### config.mk
export PLATFORM = sky130hd
export DESIGN_NAME = rx_cell_framer
export DESIGN_NICKNAME = d
export VERILOG_FILES = /design/src/rtl/rv_p4_pkg.sv /design/src/rtl/cell_reg_slice.sv /design/src/rtl/rx_cell_framer.sv
export SDC_FILE = /design/constraint.sdc
export NUM_CORES = 2
export LEC_CHECK = 0
export CORE_AREA = 3 3 414 416
export DETAILED_ROUTE_END_ITERATION = 16
export DIE_AREA = 0 0 417 419
export GPL_TIMING_DRIVEN = 0
export PLACE_DENSITY = 0.52
export SYNTH_ARGS = -nofsm -noshare
export SYNTH_HDL_FRONTEND = slang
export SYNTH_SLANG_ARGS = --single-unit
export TNS_END_PERCENT = 50
### constraint.sdc
create_clock -name clk -period 5.15 [get_ports clk]
set_input_delay 1.03 -clock clk [delete_from_list [all_inputs] [get_ports clk]]
set_output_delay 1.03 -clock clk [all_outputs]
set_load 0.01 [all_outputs]
### src/rtl/rv_p4_pkg.sv
// Shared RX-path types: framer per-port state, cell geometry and the framed-cell payload.
package rv_p4_pkg;

  localparam int unsigned CELL_BYTES  = 64;
  localparam int unsigned RX_PORT_W   = 5;
  localparam int unsigned EOP_LEN_W   = 7;
  localparam int unsigned PKT_LEN_W   = 14;
  localparam int unsigned CELL_DATA_W = CELL_BYTES * 8;

  typedef enum logic [1:0] {
    IDLE    = 2'd0,
    IN_PKT  = 2'd1,
    DISCARD = 2'd2
  } framer_state_e;

  typedef struct packed {
    logic [RX_PORT_W-1:0]   port;
    logic                   sof;
    logic                   eof;
    logic [EOP_LEN_W-1:0]   eop_len;
    logic                   err;
    logic [PKT_LEN_W-1:0]   pkt_len;
    logic [CELL_DATA_W-1:0] data;
  } framed_cell_t;

  // Saturating 32-bit increment for event counters.
  function automatic logic [31:0] sat_inc(input logic [31:0] v);
    return (v == 32'hFFFF_FFFF) ? v : v + 32'd1;
  endfunction

endpackage

### src/rtl/cell_reg_slice.sv
// One-deep valid/ready pipeline register for a framed cell (no skid buffer).
module cell_reg_slice
  import rv_p4_pkg::*;
(
  input  logic         clk,
  input  logic         rst_n,
  input  logic         i_valid,
  output logic         o_ready_c,
  input  framed_cell_t i_cell,
  output logic         o_valid,
  input  logic         i_ready,
  output framed_cell_t o_cell
);

  logic         r_valid;
  framed_cell_t r_cell;

  assign o_ready_c = !r_valid || i_ready;
  assign o_valid   = r_valid;
  assign o_cell    = r_cell;

  // Load a new cell whenever the stage is empty or being drained; hold otherwise.
  always_ff @(posedge clk or negedge rst_n) begin
    if (!rst_n) begin
      r_valid <= 1'b0;
      r_cell  <= '0;
    end else if (o_ready_c) begin
      r_valid <= i_valid;
      if (i_valid) r_cell <= i_cell;
    end
  end

endmodule

### src/rtl/rx_cell_framer.sv
// Per-port cell framer: sof/eof sequencing, length accounting, max-size enforcement,
// orphan dropping. Optional counters are enabled by defining RX_FRAMER_STATS_EN.
module rx_cell_framer
  import rv_p4_pkg::*;
#(
  parameter int unsigned NUM_PORTS     = 32,
  parameter int unsigned MAX_PKT_BYTES = 9216,
  parameter int unsigned LEN_W         = 14
) (
  input  logic                   clk,
  input  logic                   rst_n,
  input  logic                   in_valid,
  output logic                   in_ready,
  input  logic [RX_PORT_W-1:0]   in_port,
  input  logic                   in_sof,
  input  logic                   in_eof,
  input  logic [EOP_LEN_W-1:0]   in_eop_len,
  input  logic [CELL_DATA_W-1:0] in_data,
  output logic                   out_valid,
  input  logic                   out_ready,
  output logic [RX_PORT_W-1:0]   out_port,
  output logic                   out_sof,
  output logic                   out_eof,
  output logic [EOP_LEN_W-1:0]   out_eop_len,
  output logic [CELL_DATA_W-1:0] out_data,
  output logic                   out_err,
  output logic [LEN_W-1:0]       out_pkt_len,
  output logic                   abort_valid,
  output logic [RX_PORT_W-1:0]   abort_port
`ifdef RX_FRAMER_STATS_EN
  ,
  output logic [31:0]            stat_pkts,
  output logic [31:0]            stat_errs,
  output logic [31:0]            stat_orphans,
  output logic [31:0]            stat_aborts
`endif
);

  framer_state_e          r_state [NUM_PORTS];
  logic [LEN_W-1:0]       r_len   [NUM_PORTS];
  logic                   r_abort_valid;
  logic [RX_PORT_W-1:0]   r_abort_port;

  logic                   w_accept;
  logic                   w_in_ready;
  framer_state_e          w_cur_state;
  logic [LEN_W-1:0]       w_cur_len;
  logic                   w_eop_bad;
  logic [LEN_W-1:0]       w_b;
  logic [LEN_W-1:0]       w_new_len;
  logic                   w_over;
  logic                   w_fwd;
  logic                   w_abort;
  logic                   w_orphan;
  framer_state_e          w_nxt_state;
  logic [LEN_W-1:0]       w_nxt_len;
  logic                   w_out_eof;
  logic [EOP_LEN_W-1:0]   w_out_eop;
  logic                   w_out_err;
  logic [LEN_W-1:0]       w_out_len;
  framed_cell_t           w_cell;
  framed_cell_t           w_q;

  assign in_ready    = w_in_ready;
  assign w_accept    = in_valid && w_in_ready;
  assign w_cur_state = r_state[in_port];
  assign w_cur_len   = r_len[in_port];
  assign w_eop_bad   = in_eof && ((in_eop_len == '0) || (in_eop_len > EOP_LEN_W'(CELL_BYTES)));
  assign w_b         = (!in_eof || w_eop_bad) ? LEN_W'(CELL_BYTES) : LEN_W'(in_eop_len);
  assign w_new_len   = w_cur_len + w_b;
  assign w_over      = w_new_len > LEN_W'(MAX_PKT_BYTES);

  // Transition and forwarding decision for the cell on the input, based on its port's entry.
  always_comb begin
    w_fwd       = 1'b0;
    w_abort     = 1'b0;
    w_orphan    = 1'b0;
    w_nxt_state = w_cur_state;
    w_nxt_len   = w_cur_len;
    w_out_eof   = in_eof;
    w_out_eop   = in_eop_len;
    w_out_err   = 1'b0;
    w_out_len   = '0;
    if (in_sof) begin
      // A sof always starts fresh; only an open packet is reported as aborted.
      w_fwd   = 1'b1;
      w_abort = (w_cur_state == IN_PKT);
      if (in_eof) begin
        w_out_err   = w_eop_bad;
        w_out_len   = w_b;
        w_nxt_state = IDLE;
        w_nxt_len   = '0;
      end else begin
        w_nxt_state = IN_PKT;
        w_nxt_len   = LEN_W'(CELL_BYTES);
      end
    end else begin
      unique case (w_cur_state)
        IN_PKT: begin
          w_fwd = 1'b1;
          if (in_eof) begin
            w_out_err   = w_over || w_eop_bad;
            w_out_len   = w_new_len;
            w_nxt_state = IDLE;
            w_nxt_len   = '0;
          end else if (w_over) begin
            // Oversize: close the packet downstream as errored, swallow the rest.
            w_out_eof   = 1'b1;
            w_out_err   = 1'b1;
            w_out_eop   = EOP_LEN_W'(CELL_BYTES);
            w_out_len   = w_new_len;
            w_nxt_state = DISCARD;
            w_nxt_len   = '0;
          end else begin
            w_nxt_len = w_new_len;
          end
        end
        DISCARD: begin
          if (in_eof) begin
            w_nxt_state = IDLE;
            w_nxt_len   = '0;
          end
        end
        default: w_orphan = 1'b1;
      endcase
    end
  end

  // Per-port state table, written only for the accepted cell's port.
  always_ff @(posedge clk or negedge rst_n) begin
    if (!rst_n) begin
      for (int unsigned i = 0; i < NUM_PORTS; i++) begin
        r_state[i] <= IDLE;
        r_len[i]   <= '0;
      end
    end else if (w_accept) begin
      r_state[in_port] <= w_nxt_state;
      r_len[in_port]   <= w_nxt_len;
    end
  end

  // One-cycle abort pulse following the accept of a sof that hit an open packet.
  always_ff @(posedge clk or negedge rst_n) begin
    if (!rst_n) begin
      r_abort_valid <= 1'b0;
      r_abort_port  <= '0;
    end else begin
      r_abort_valid <= w_accept && w_abort;
      if (w_accept && w_abort) r_abort_port <= in_port;
    end
  end

  assign abort_valid = r_abort_valid;
  assign abort_port  = r_abort_port;

  assign w_cell = '{port:    in_port,
                    sof:     in_sof,
                    eof:     w_out_eof,
                    eop_len: w_out_eop,
                    err:     w_out_err,
                    pkt_len: PKT_LEN_W'(w_out_len),
                    data:    in_data};

  cell_reg_slice u_out_slice (
    .clk       (clk),
    .rst_n     (rst_n),
    .i_valid   (in_valid && w_fwd),
    .o_ready_c (w_in_ready),
    .i_cell    (w_cell),
    .o_valid   (out_valid),
    .i_ready   (out_ready),
    .o_cell    (w_q)
  );

  assign out_port    = w_q.port;
  assign out_sof     = w_q.sof;
  assign out_eof     = w_q.eof;
  assign out_eop_len = w_q.eop_len;
  assign out_data    = w_q.data;
  assign out_err     = w_q.err;
  assign out_pkt_len = LEN_W'(w_q.pkt_len);

`ifdef RX_FRAMER_STATS_EN
  logic [31:0] r_stat_pkts, r_stat_errs, r_stat_orphans, r_stat_aborts;

  // Saturating event counters, updated at the accept edge.
  always_ff @(posedge clk or negedge rst_n) begin
    if (!rst_n) begin
      r_stat_pkts    <= '0;
      r_stat_errs    <= '0;
      r_stat_orphans <= '0;
      r_stat_aborts  <= '0;
    end else if (w_accept) begin
      if (w_fwd && w_out_eof)              r_stat_pkts    <= sat_inc(r_stat_pkts);
      if (w_fwd && w_out_eof && w_out_err) r_stat_errs    <= sat_inc(r_stat_errs);
      if (w_orphan)                        r_stat_orphans <= sat_inc(r_stat_orphans);
      if (w_abort)                         r_stat_aborts  <= sat_inc(r_stat_aborts);
    end
  end

  assign stat_pkts    = r_stat_pkts;
  assign stat_errs    = r_stat_errs;
  assign stat_orphans = r_stat_orphans;
  assign stat_aborts  = r_stat_aborts;
`endif

endmodule

==> impl_results.md <==
* Status: finished clean
* Headroom to the max-slew limit at 0.214
* Io pins at between 1k and 1.5k
* Die X at around 420 um
* Number of global-route vias before repair at between 30k and 40k
* Sequential share of the synthesized area at 0.606
* CTS tree: yes
* Placed cell count at between 7k and 8k
* Final Hold Slack at 86.1 ps
* Layout cells sized above 1 at 0.0987
* Cts-stage hold buffer count at 0
* Critical Path End Type: flop
* Most common cell after layout, fill and taps aside: nand2_1
* Die ar. at 175000 um2
* Reg clk slew, reported paths at roughly 60 ps
* Max Fclk at 196 MHz
* Routability cong. at 1.05
* Compound-gate portion of the synthesized area at 0.0884
* Synthesized-area fraction occupied by adder cells at 0.00303
* Total global routing overflow at 0
* Setup TNS at 0 ps
* Post-synth top area share at 0.606
* Dominant synthesized flop cell: dfrtp_1
* First-pass GRT wire length at between 300 and 400 mm
* R2r worst-path depth at 17
* Non-Filler Instances at 8182
* Via Count at between 40k and 50k
* XOR/XNOR Fraction of Synth Area at 0.00297
* Skew-Pair Late Insertion Delay at between 700 and 800 ps
* Chip height at between 400 and 500 um
* Core ar. at approximately 170000 um2
* Nets at between 6k and 7k
* Max-Cap Viols at 0
* Gate Count Post-Synth at 4554
* Rows at 150
* Final slew viol count at 0
* Final HPWL DP at 230 mm
* Mapped cell area at 43800 um2
* Final Hold Fails at 0
* Number of enable flip-flop cells after synthesis at 0
* Clock Sinks at between 1k and 1.5k
* Top cells by area, synth: dfrtp_1, nand2_1, o21ai_0, mux4_2, mux2i_1
* Crit path cell chain: clkdlybuf4s15_2, buf_6, buf_8, nor2_1, nand2_1, clkbuf_16, o22ai_2, nor4_4, inv_1, fa_2, nand2b_4, a21oi_4, o22ai_4, o21bai_2, and4_4, xnor2_2, o32ai_4, buf_4, a21oi_1, a211oi_4, buf_12, buf_6, a21oi_1
* Synthesis-stage register bit count at 1060
* Ys Warns at 0
* TritonCTS Buffers at around 130
* Detailed Route WL at around 280 mm
* Filler instances at 17.0k
* Most frequent cells in the layout: nand2_1, clkdlybuf4s50_1, dfrtp_1
* Final setup fails at 0
* Port Buffers at about 1.1k
* Syn_nets at a little over 5k
* Final min period at about 5100 ps
* CTS Buffer Depth at 3
* Arr. time, crit path at about 5700 ps
* Worst Path Required at 5780 ps
* H-tree depth at 4
* LEAKAGE at around 29 nW
* Post-synth cell types at 67
* Post-synth top area cell: dfrtp_1
* Largest family of logic cells by synthesized area: simple AND/OR/NAND/NOR gates
* Pwr Density at roughly 430 nW/um2
* Fin crit share at 0.991
* Starting density of the core at 0.261
* DRT antenna net count at 0
* Largest net degree at the start of global routing at around 170
* Crit path largest cell delay at 470 ps
* Critical Path Slowest Stage Cell: nor4_4
* Drt first-iter violations at 3968
* Layout Skew at between 40 and 50 ps
* Vias/cell at ~4.9
* Simple-gate share of the synthesized area at 0.204
* GR Util All Layers at 0.312
* Root Driver: clkbuf_16
* First drt pass iteration count at 5
* Crit path kind: in -> reg
* Fraction of registers with async set/reset at 1.00
* Multiplexer share of the synthesized area at 0.0649
* Max rail drop VDD at between 300 and 400 uV
* Hold Crit Class: in -> async
* Worst-Margin Slew at about 1200 ps
* DRC at 0
* Area Overhead vs Synth at 45.7%
* Mean area per synthesized cell at around 9.6 um2
* Initial antenna violation count at 120
* Worst Path Max Fanout at 10
* Wire length per cell at between 30 and 40 um
* Startpoint type of the worst setup path: input pin
## worst max-delay path: cells and delay by family
| kind | cells | cell delay, ps |
|---|---|---|
| AOI/OAI and AO/OA | 8 | 1450 |
| xor gates and xnor gates | 1 | 100 |
| adders and majority gates | 1 | 390 |
| buffers and inverters | 8 | 1500 |
| and+or+nand+nor | 5 | 1190 |
## path summary, 6_finish.rpt
| kind | endpoint | slack, ps | from |
|---|---|---|---|
| min reg2reg | u_out_slice.o_cell[487] | 470 | u_out_slice.o_cell[487] |
| max | r_len[246] | 50 | in_port[4] |
| min in group clk | u_out_slice.o_cell[487] | 470 | u_out_slice.o_cell[487] |
| max in group asynchronous | u_out_slice.o_cell[167] | 2430 | rst_n |
| min | u_out_slice.o_cell[514] | 90 | rst_n |
| max reg2reg | r_len[26] | 740 | r_len[242] |
## logic make-up (layout without fill, tap and decap cells)
kind of cell    Yosys count  in the layout
simple gates           2288           2288
xor+xnor                 14             14
fa+ha+maj                10             10
flops                  1060           1060
other cells               0             51
mux                     183            183
buf+inv                 320           1693
compound gates          679            679
## area by class of cell
| cell class | instances | area (um2) | area share |
|---|---|---|---|
| antenna | 51 | 128 | 0.00200 |
| buffer | 302 | 1900 | 0.0298 |
| tap | 2204 | 2760 | 0.0432 |
| clock buffer | 190 | 3820 | 0.0599 |
| timing repair buffer | 1143 | 11500 | 0.180 |
| sequential | 1060 | 26500 | 0.416 |
| clock inverter | 41 | 613 | 0.00961 |
| inverter | 17 | 63.8 | 0.00100 |
| multi-input combinational | 3174 | 16500 | 0.259 |
## timing repair
action / CTS / global route
gates cloned: 3 / 1
setup buffers: 32 / 26
gates resized for setup: 192 / 126
setup endpoints to repair: 1058 / 567
pin swaps: 26 / 18
## flip-flops by register name, indices dropped and copies added (netlist names)
register and count:
r_state 64, u_out_slice.o_valid 1, u_out_slice.o_cell 541, r_len 448, abort_valid 1, abort_port 5
## synth_stat cells (3+ instances only)
library cell	instances
xnor2_1	8
buf_1	10
a21oi_1	72
nand2_2	3
nand4_1	6
or4b_1	4
a21o_1	5
nor4_1	21
buf_4	10
o21ai_1	24
a22oi_1	24
buf_6	12
nand2b_1	6
dfrtp_1	1060
o21a_1	3
nor2_1	176
clkbuf_2	18
ha_1	9
and3_1	8
nor2b_1	7
nand4b_1	4
nand4bb_1	6
and2_1	5
o21ai_0	386
nand2_1	2014
buf_2	19
clkbuf_1	234
xor2_1	5
nand3_1	6
mux4_2	80
inv_1	16
mux2_2	6
mux2i_1	97
a31oi_1	33
nor3_1	6
o22ai_1	77
a22o_1	33
or2_2	4
## stage by stage
| step | util | power, mW | setup slack (ps) | instance area [um2] |
|---|---|---|---|---|
| finish | 0.381 | 27.5 | 46.7 | 63800 |
| global route | 0.381 | 28.5 | -10.7 | 63800 |
| CTS | 0.377 | 27.5 | 0.780 | 63200 |
| detailed placement | 0.344 | 17.7 | -3660 | 57700 |
| global placement | 0.343 | 17.7 | -48250 | 57500 |
| floorplan | - | 12.7 | -157 | 44000 |
## report_power, final
group	switching (mW)	leakage [nW]	internal (mW)	total, mW
Sequential	1.08	13.7	9.68	10.8
Combinational	4.18	13.3	2.93	7.10
Clock	3.99	2.16	5.66	9.64
## layer usage
metal | vias to the layer above | global-route usage | share of wire
li1 | 17600 | - | -
met1 | 20200 | 0.333 | 0.35
met2 | 1848 | 0.486 | 0.45
met3 | 638 | 0.0930 | 0.078
met4 | 24 | 0.314 | 0.12
met5 | - | 0 | 0.00051
(Power assumes the default switching activity.)
